--- src/rtl/req_encoder.sv ---
// rtl/req_encoder.sv - request vector to per-bit index beat encoder
module req_encoder #(
    parameter int N         = 4,
    parameter bit MSB_FIRST = 1'b0,
    localparam int W        = $clog2(N)
) (
    input  logic         clk,
    input  logic         rst_n,
    input  logic         in_valid,
    output logic         in_ready,
    input  logic [N-1:0] in_vec,
    output logic         out_valid,
    input  logic         out_ready,
    output logic [W-1:0] out_idx,
    output logic         out_last,
    output logic         out_none,
    output logic         busy
);

    typedef enum logic {
        IDLE = 1'b0,
        EMIT = 1'b1
    } state_t;

    state_t         state, state_d;
    logic [N-1:0]   pend, pend_d;
    logic           none_q, none_d;
    logic [N-1:0]   sel;
    logic [W-1:0]   idx;
    logic           single;

    // Pick the next bit to emit from the held vector; later loop iterations win,
    // so the loop direction sets the priority order.
    always_comb begin
        idx = '0;
        sel = '0;
        if (MSB_FIRST) begin
            for (int i = 0; i < N; i++) begin
                if (pend[i]) begin
                    idx    = W'(i);
                    sel    = '0;
                    sel[i] = 1'b1;
                end
            end
        end else begin
            for (int i = N - 1; i >= 0; i--) begin
                if (pend[i]) begin
                    idx    = W'(i);
                    sel    = '0;
                    sel[i] = 1'b1;
                end
            end
        end
    end

    // At most one bit left means the current beat closes this vector.
    assign single = ((pend & (pend - N'(1))) == '0);

    // Outputs depend only on registered state, never on in_* or out_ready.
    assign in_ready  = (state == IDLE);
    assign out_valid = (state == EMIT);
    assign busy      = (state == EMIT);
    assign out_idx   = ((state == EMIT) && !none_q) ? idx : '0;
    assign out_none  = (state == EMIT) && none_q;
    assign out_last  = (state == EMIT) && single;

    // Next-state logic: capture a vector in IDLE, retire one bit per accepted beat in EMIT.
    always_comb begin
        state_d = state;
        pend_d  = pend;
        none_d  = none_q;
        case (state)
            IDLE: begin
                if (in_valid) begin
                    pend_d  = in_vec;
                    none_d  = (in_vec == '0);
                    state_d = EMIT;
                end
            end
            EMIT: begin
                if (out_ready) begin
                    pend_d = pend & ~sel;
                    if (single) begin
                        none_d  = 1'b0;
                        state_d = IDLE;
                    end
                end
            end
            default: begin
                state_d = IDLE;
                pend_d  = '0;
                none_d  = 1'b0;
            end
        endcase
    end

    // State, held vector and all-zero flag registers.
    always_ff @(posedge clk or negedge rst_n) begin
        if (!rst_n) begin
            state  <= IDLE;
            pend   <= '0;
            none_q <= 1'b0;
        end else begin
            state  <= state_d;
            pend   <= pend_d;
            none_q <= none_d;
        end
    end

endmodule
--- config.mk ---
export PLATFORM = sky130hd
export DESIGN_NAME = req_encoder
export DESIGN_NICKNAME = d
export VERILOG_FILES = /design/src/rtl/req_encoder.sv
export SDC_FILE = /design/constraint.sdc
export NUM_CORES = 1
export LEC_CHECK = 0
export ABC_CLOCK_PERIOD_IN_PS = 1100
export BUFFER_PORTS_ARGS = -buffer_cell sky130_fd_sc_hd__buf_4
export CORE_AREA = 2 2 39 41
export CTS_CLUSTER_SIZE = 16
export DETAILED_ROUTE_END_ITERATION = 8
export DIE_AREA = 0 0 41 43
export PLACE_DENSITY_LB_ADDON = 0.1
export SYNTH_ARGS = -nofsm -noshare
export SYNTH_HDL_FRONTEND = slang
export SYNTH_SLANG_ARGS = --single-unit
--- constraint.sdc ---
create_clock -name clk -period 1.1 [get_ports clk]
set_input_delay 0.055 -clock clk [delete_from_list [all_inputs] [get_ports clk]]
set_output_delay 0.055 -clock clk [all_outputs]
set_load 0.03 [all_outputs]
==> impl_metrics.ini <==
[status]
status = finished, violations left
violations = setup timing

[yosys]
synth_area_leaders = dfrtp_1, a21oi_2, a211o_2
postSynthCellCount = 42
syn_area_um2 = 381.6
synth_fp_nets = 50
yosysWarnings = 0
synth_top_area_share_pct = 39.34
synth_area_leader_cell = dfrtp_1
synth-seq-cells = 6
ys_types = 22
avgSynthCellArea_um2 = 9.086
ys_seq_area_share_pct = 39.34

[global_routing]
grt_usage_pct = 16.67
grt_pass1_wl_um = 1828
grt_pass1_vias = 407
antenna_found_initial = 0
grt_max_degree = 7
overflow = 0

[cts]
root_buffer = clkbuf_4
cts_tree = yes
cts_made_buffers = 3
clk_path_buf_depth = 2
clkTransAtPathRegs_ps = 60
worstSkewPairLatency_ps = 260
cts.sinks = 6
htree_num_levels = 1

[worst_setup_path]
crit_path_start = pend[1]
timing.rr.start = pend[1]
r2r_end = busy
startpoint_type = flop
cp.arrival_ps = 1340
endpoint_kind = output port
ff2ff_path_depth = 4
critical_path.endpoint = out_last
worstPathMaxFanout = 4
required_ps = 1040
r2r_slack_ps = -140
criticalPathCategory = flop to output port

[detailed_routing]
wirelength_um = 1253
ant_nets = 0
routedWlPerCell_um = 13.77
vias_per_cell = 4.989
drc = 0
drtIter0Drc = 4
firstDrtPassIters = 3
vias = 454

[floorplanning]
start_util_pct = 27.58
io_pins = 15
rows = 14
dieArea_mm2 = 0.001763
die_w_um = 41
coreArea_mm2 = 0.001384
die_h_um = 43

[pwr]
p_per_area_mw_per_mm2 = 3217
vdd_ir_drop_max_mv = 1.664
p_leak_uw = 0.0003489

[place]
io_buffers = 14
dp_hpwl_um = 907.4
globalplace.congestion = 0.7791
place_area_um2 = 613.1
dp_cells = 80

[hold_path]
hold_class = primary input to flop

[finish]
mostFrequentLayoutCells = buf_4, buf_6, dfrtp_2, clkbuf_4, dfrtp_1
fillers = 131
drive_gt1_share_pct = 70.67
syn_to_final_growth_pct = 104.9
final_nets = 84
n_antenna_cell = 0
fin_area_um2 = 782.0
stdcell_count = 91
final_common_cell = buf_4

[sta]
skew_ps = 12.55
slew_viol_final = 0
rsz0062_at_grt = true
timing.final.crit_share_pct = 126.6
setup_viol = 13
clock.fmax_mhz = 717.8
slew_headroom_pct = 81.37
tns_ps = -1693
hold_viol = 0
fin_ws_ps = -293.1
min_period_ps = 1393
worst_pin_slew_ps = 278.4
worst_hold_slack_ps = 38.04

[job]
maxCapViolCount = 0
==> metrics by stage <==
stage,setup WS (ps),power [µW],util (%)
floorplan,-261.1,1318,-
global placement,-60.35,1802,44.30
detailed placement,-90.95,1803,44.30
CTS,-284.5,2296,52.35
global route,-332.6,2660,56.51
finish,-293.1,2516,56.51
==> cells in the mapped netlist <==
cell type	number
a211o_2	2
a211oi_1	1
a21o_1	1
a21oi_1	3
a21oi_2	3
a22o_2	1
a22oi_1	1
buf_2	1
buf_4	1
dfrtp_1	6
inv_1	4
mux2i_1	1
nand2_1	3
nor2_1	3
nor2b_1	2
nor3_1	1
nor4_1	2
o211ai_2	1
o21ai_0	2
o21ai_1	1
o32ai_1	1
or3b_4	1
==> power breakdown <==
part	switching, µW	leakage [µW]	internal (µW)
sequential	123	0.0000730	314
combinational	895	0.000261	943
clock	100	0.0000150	139
==> flip-flops by register name, summed over array words and instances, names as in the netlist <==
| name | cells |
|---|---|
| busy | 1 |
| none_q | 1 |
| pend | 4 |
==> critical path, cell delays in order, from the launching register on <==
cell,delay [ps]
dfrtp_2,420
a211o_4,340
a21oi_4,160
buf_6,150
==> how the worst min path moves through the flow <==
stage | slack [ps] | start | end | depth (start not counted)
finish | 40 | in_vec[3] | pend[3] | 3
global route | 30 | in_vec[3] | pend[3] | 3
CTS | 40 | in_vec[3] | pend[3] | 3
detailed placement | -130 | rst_n | none_q | 1
global placement | -130 | rst_n | none_q | 1
floorplan | -240 | rst_n | busy | 0
==> per-layer routing <==
metal / track usage (%) / vias to the layer above / part of all wire, %
met1: 23.28 / 217 / 44
met3: 6.283 / 4 / 5.3
li1: - / 220 / -
met2: 20.00 / 13 / 48
met5: 0 / - / 0
met4: 12.00 / 0 / 2.4
==> cell type report <==
| class | instances | area, µm² | share of cell area (%) |
|---|---|---|---|
| timing repair buffer | 31 | 286.5 | 36.64 |
| multi-input combinational | 30 | 274.0 | 35.04 |
| sequential | 6 | 153.9 | 19.68 |
| clock buffer | 4 | 26.28 | 3.360 |
| inverter | 4 | 21.27 | 2.720 |
| tap | 16 | 20.02 | 2.560 |
==> cells by family after synthesis <==
family	after synthesis	share of synthesized area [%]
simple gates	12	16.72
mux	1	2.623
compound gates	17	34.10
buf+inv	6	7.211
flops	6	39.34
==> what timing repair did <==
action / 4_1_cts / 5_1_grt
resized for setup: 11 / 12
hold endpoints to repair: 7 / 0
pin swaps: 5 / 8
cloned: 0 / 0
hold buffers: 2 / 0
setup buffers: 3 / 2
endpoints found under the setup margin: 10 / 13
No activity file was read; power rests on OpenSTA's default activity.
